`config.mk`:
```
export PLATFORM = sky130hd
export DESIGN_NAME = uart_rx_shifter
export DESIGN_NICKNAME = d
export VERILOG_FILES = /design/src/rtl/uart_pkg.sv /design/src/rtl/sync_2ff.sv /design/src/rtl/uart_rx_shifter.sv
export SDC_FILE = /design/constraint.sdc
export NUM_CORES = 1
export LEC_CHECK = 0
export BUFFER_PORTS_ARGS = -buffer_cell sky130_fd_sc_hd__buf_4
export CAP_MARGIN = 5
export CELL_PAD_IN_SITES_DETAIL_PLACEMENT = 0
export CELL_PAD_IN_SITES_GLOBAL_PLACEMENT = 2
export CORE_MARGIN = 8
export CORE_UTILIZATION = 41
export CTS_CLUSTER_SIZE = 28
export DETAILED_ROUTE_END_ITERATION = 16
export PLACE_DENSITY_LB_ADDON = 0.1
export REMOVE_ABC_BUFFERS = 1
export SETUP_SLACK_MARGIN = 0.15
export SYNTH_ARGS = -nofsm -noshare
export SYNTH_HDL_FRONTEND = slang
export SYNTH_SLANG_ARGS = --single-unit
export TNS_END_PERCENT = 5
```
`constraint.sdc`:
```
create_clock -name clk -period 5.7 [get_ports clk]
set_clock_uncertainty 0.15 [all_clocks]
set_input_delay 1.14 -clock clk [delete_from_list [all_inputs] [get_ports clk]]
set_output_delay 1.14 -clock clk [all_outputs]
set_load 0.02 [all_outputs]
```
`src/rtl/uart_pkg.sv`:
```
// Shared UART receive definitions: FSM state encoding and default frame timing.
package uart_pkg;

  // 100 MHz system clock, 115200 baud
  localparam int DEF_CLKS_PER_BIT = 868;
  localparam int DEF_DATA_BITS    = 8;

  typedef enum logic [1:0] {
    ST_IDLE  = 2'd0,
    ST_START = 2'd1,
    ST_DATA  = 2'd2,
    ST_STOP  = 2'd3
  } rx_state_t;

endpackage

```
`src/rtl/sync_2ff.sv`:
```
// Two-flop synchronizer for a single asynchronous bit; resets to 1 (idle UART line).
module sync_2ff (
  input  logic clk,
  input  logic rst,
  input  logic d,
  output logic q
);

  logic meta_reg;
  logic q_reg;

  // Double-register the asynchronous input to settle metastability
  always_ff @(posedge clk or posedge rst) begin
    if (rst) begin
      meta_reg <= 1'b1;
      q_reg    <= 1'b1;
    end else begin
      meta_reg <= d;
      q_reg    <= meta_reg;
    end
  end

  assign q = q_reg;

endmodule

```
`src/rtl/uart_rx_shifter.sv`:
```
// UART receive shifter: start detection, mid-bit sampling of LSB-first data,
// and a stop-bit sample strobe handed to an external stop-bit checker whose
// verdict decides whether the byte is accepted or flagged as a framing error.
module uart_rx_shifter
  import uart_pkg::*;
#(
  parameter int CLKS_PER_BIT = DEF_CLKS_PER_BIT,
  parameter int DATA_BITS    = DEF_DATA_BITS
) (
  input  logic                 clk,
  input  logic                 rst,
  input  logic                 rx_pin,
  input  logic                 stop_valid,
  input  logic                 fram_err,
  output logic                 serial_sync,
  output logic                 shift_done,
  output logic [DATA_BITS-1:0] rx_data,
  output logic                 rx_valid,
  output logic                 rx_frame_err,
  output logic                 rx_busy
);

  localparam int CNT_W = $clog2(CLKS_PER_BIT);
  localparam int IDX_W = $clog2(DATA_BITS + 1);

  localparam logic [CNT_W-1:0] BIT_LAST  = CNT_W'(CLKS_PER_BIT - 1);
  localparam logic [CNT_W-1:0] HALF_LAST = CNT_W'(CLKS_PER_BIT / 2 - 1);
  localparam logic [IDX_W-1:0] IDX_LAST  = IDX_W'(DATA_BITS - 1);

  rx_state_t              state_reg, state_next;
  logic [CNT_W-1:0]       cnt_reg, cnt_next;
  logic [IDX_W-1:0]       idx_reg, idx_next;
  logic [DATA_BITS-1:0]   shift_reg, shift_next;
  logic                   armed_reg, armed_next;
  logic                   prev_reg;
  logic                   done_w;
  logic [DATA_BITS-1:0]   rx_data_reg;
  logic                   rx_valid_reg;
  logic                   rx_frame_err_reg;

  sync_2ff u_sync (
    .clk (clk),
    .rst (rst),
    .d   (rx_pin),
    .q   (serial_sync)
  );

  // Next-state logic. armed_reg blocks a new start until the line has been
  // seen idle-high, so a held-low line (break) cannot retrigger frames.
  always_comb begin
    state_next = state_reg;
    cnt_next   = cnt_reg;
    idx_next   = idx_reg;
    shift_next = shift_reg;
    armed_next = armed_reg;
    done_w     = 1'b0;
    case (state_reg)
      ST_IDLE: begin
        if (serial_sync) begin
          armed_next = 1'b1;
        end
        if (armed_reg && prev_reg && !serial_sync) begin
          state_next = ST_START;
          cnt_next   = '0;
        end
      end
      ST_START: begin
        if (cnt_reg == HALF_LAST) begin
          cnt_next = '0;
          if (!serial_sync) begin
            state_next = ST_DATA;
            idx_next   = '0;
          end else begin
            state_next = ST_IDLE;
          end
        end else begin
          cnt_next = cnt_reg + CNT_W'(1);
        end
      end
      ST_DATA: begin
        if (cnt_reg == BIT_LAST) begin
          cnt_next   = '0;
          shift_next = {serial_sync, shift_reg[DATA_BITS-1:1]};
          idx_next   = idx_reg + IDX_W'(1);
          if (idx_reg == IDX_LAST) begin
            state_next = ST_STOP;
          end
        end else begin
          cnt_next = cnt_reg + CNT_W'(1);
        end
      end
      ST_STOP: begin
        if (cnt_reg == BIT_LAST) begin
          done_w     = 1'b1;
          cnt_next   = '0;
          state_next = ST_IDLE;
          armed_next = 1'b0;
        end else begin
          cnt_next = cnt_reg + CNT_W'(1);
        end
      end
      default: begin
        state_next = ST_IDLE;
      end
    endcase
  end

  // State, counters, shift register and previous-sample register
  always_ff @(posedge clk or posedge rst) begin
    if (rst) begin
      state_reg <= ST_IDLE;
      cnt_reg   <= '0;
      idx_reg   <= '0;
      shift_reg <= '0;
      armed_reg <= 1'b0;
      prev_reg  <= 1'b1;
    end else begin
      state_reg <= state_next;
      cnt_reg   <= cnt_next;
      idx_reg   <= idx_next;
      shift_reg <= shift_next;
      armed_reg <= armed_next;
      prev_reg  <= serial_sync;
    end
  end

  // Register the checker verdict taken in the stop-sample cycle; valid wins
  always_ff @(posedge clk or posedge rst) begin
    if (rst) begin
      rx_data_reg      <= '0;
      rx_valid_reg     <= 1'b0;
      rx_frame_err_reg <= 1'b0;
    end else begin
      rx_valid_reg     <= 1'b0;
      rx_frame_err_reg <= 1'b0;
      if (done_w) begin
        if (stop_valid) begin
          rx_data_reg  <= shift_reg;
          rx_valid_reg <= 1'b1;
        end else if (fram_err) begin
          rx_frame_err_reg <= 1'b1;
        end
      end
    end
  end

  assign shift_done   = done_w;
  assign rx_data      = rx_data_reg;
  assign rx_valid     = rx_valid_reg;
  assign rx_frame_err = rx_frame_err_reg;
  assign rx_busy      = (state_reg != ST_IDLE);

endmodule

```
==> qor.txt <==
status: finished, final reports clean
largest fanout on the critical path: 8
first-pass GRT wire length: 6320 um
Die Span Y: 82.1 um
Final period util: 53.1%
row count: 24
Peak VDD IR: 202 uV
Post-synth EDFFs: 0
number of global-route vias before repair: 1,257
maxcap violations: 0
GRT Total Usage: 12.3%
Worst setup EP type: primary output
initial DRC count: 46
DR pass1 iterations: 4
die area: 0.00673 mm^2
final WL: 3750 um
R2R cell count: 5
Peak Freq: 0.331 GHz
Seq/Total Area, Yosys: 53.4%
fin crit period: 3020 ps
Hold-fix buffers, CTS: 0
FF+latch count, synth: 38
Worst setup SP type: flip-flop
R2R Path Start: state_reg[0]
Routed Antenna Nets: 0
initial antenna violation count: 0
I/O Buffers: 17
Ports: 18
flip-flop count of the largest register after layout: 10
nets: 186
GRT overflow: 0
Post-Synthesis Cells: 155
Syn Std Cell Area: 0.00179 mm^2
Hold WC Path Type: reg2reg
Placer Congestion: 0.809
clock sink count: 38
DR DRC count: 0
area grow syn2layout: 16.3%
Slew headroom: 18.5%
H-tree Lvls: 2
pwr/cell area: 302 mW/mm^2
worst slew pin tran: 1220 ps
post-cts sizing count: 0
fill count: 405
commonest non-fill, non-tap cells in the layout: 35 x dfrtp_1, 19 x nand2_1, 19 x buf_4
setup_tns: 0 ps
R2R Setup Slk: 3230 ps
HP Start: u_sync.meta_reg
clk buf depth: 2
Hold Fails Final Rpt: 0
worst path arrival time: 1730 ps
final setup vio count: 0
Avg Cell Area, Syn: 11.5 um^2
post-synth cell types: 41
worst skew pair latency: 290 ps
WHS Endpoint: u_sync.q
worst r2r dst: cnt_reg[2]
Post-synth ARST share: 100%
Vias: 1,245
Post-DP HPWL: 2620 um
CTS buffer count: 5
Clk pin slew, worst setup/hold paths: 70 ps
routed length per instance: 16.2 um
Die X: 82.1 um
TritonCTS clock tree: built
post-CTS setup buffers: 0
static leakage: 0.958 nW
Non-Filler Instances: 231
most common cell after layout, fill and taps aside: dfrtp_1
Final Max Slew Viols: 0
final core occ: 48.5%
Placed Instances: 223
Root Buffer Master: clkbuf_8
Ys Warns: 0
unrepaired setup endpoints after global routing: no
layout cells sized above 1: 30.7%
ys flop type: dfrtp_1
Via density: 5.39
CP required: 4410 ps
core area: 0.00429 mm^2
largest net degree at the start of global routing: 39
initial core utilization: 41.7%
hold path depth: 0
ANT cells: 0
worst setup path category: reg2out
==> how the worst max path moves through the flow <==
| stage | end | slack [ps] | from | cells after the start |
|---|---|---|---|---|
| finish | shift_done | 2680 | cnt_reg[7] | 5 |
| floorplan | shift_reg[0] | 3190 | cnt_reg[0] | 4 |
| CTS | shift_done | 2650 | cnt_reg[7] | 5 |
| global placement | shift_done | 3020 | cnt_reg[7] | 5 |
| detailed placement | shift_done | 2980 | cnt_reg[7] | 5 |
| global route | shift_done | 2540 | cnt_reg[0] | 6 |
==> logic make-up (layout without fill, tap and decap cells) <==
logic type / count (synthesis) / after routing / synth area share, %
simple gates: 59 / 59 / 19.9
flops: 38 / 38 / 53.4
compound gates: 23 / 23 / 10.0
mux: 16 / 16 / 10.1
buf+inv: 13 / 37 / 3.08
fa+ha+maj: 3 / 3 / 2.10
xor+xnor: 3 / 3 / 1.47
==> synthesized netlist by cell type (all sizes together), types with 2 or more instances <==
cell type | n | area [um^2]
mux2 | 16 | 180
nor3 | 2 | 15.0
ha | 3 | 37.5
o21ai | 13 | 76.3
and4 | 2 | 17.5
nand2 | 19 | 71.3
dfstp | 3 | 78.8
nand2b | 3 | 18.8
o211ai | 2 | 15.0
nor3b | 3 | 33.8
nand4bb | 2 | 22.5
xnor2 | 2 | 17.5
nand3 | 8 | 45.0
inv | 10 | 37.5
o31ai | 2 | 20.0
nor4 | 4 | 25.0
dfrtp | 35 | 876
buf | 3 | 17.5
or3b | 2 | 20.0
nor2 | 6 | 22.5
nand4 | 2 | 12.5
==> power by group <==
part	total (W)	internal [W]	switching (W)
registers	0.000319	0.000288	0.0000309
clock network	0.000192	0.0000972	0.0000948
logic	0.000118	0.0000418	0.0000759
==> stage by stage <==
step                hold slack, ps  power [W]  area, um^2  setup slack [ps]
detailed placement             199   0.000443        1990              2980
floorplan                      195   0.000397        1770              3190
global route                   211   0.000667        2080              2540
global placement               197   0.000442        1990              3020
finish                         209   0.000628        2080              2680
CTS                            210   0.000638        2080              2650
==> worst max-delay path: stages (launching register included) <==
cell and delay [ps]:
dfrtp_1 450, nand4bb_1 370, nor3_2 280, nand2_1 130, inv_1 90, buf_4 130
==> layer usage <==
layer	track usage, %	up-vias	part of all wire, %
li1	-	595	-
met1	16.5	624	49
met2	18.1	24	46
met3	4.05	2	3.9
met4	4.21	0	0.45
met5	0	-	0
==> final cells by class <==
type | instances | area [um^2] | area share, %
Clock inverter | 2 | 12.5 | 0.601
Timing Repair Buffer | 19 | 143 | 6.86
Multi-Input combinational cell | 104 | 786 | 37.8
Inverter | 10 | 37.5 | 1.80
Clock buffer | 6 | 82.6 | 3.97
Tap cell | 52 | 65.1 | 3.13
Sequential cell | 38 | 955 | 45.9
(Power assumes the default switching activity.)
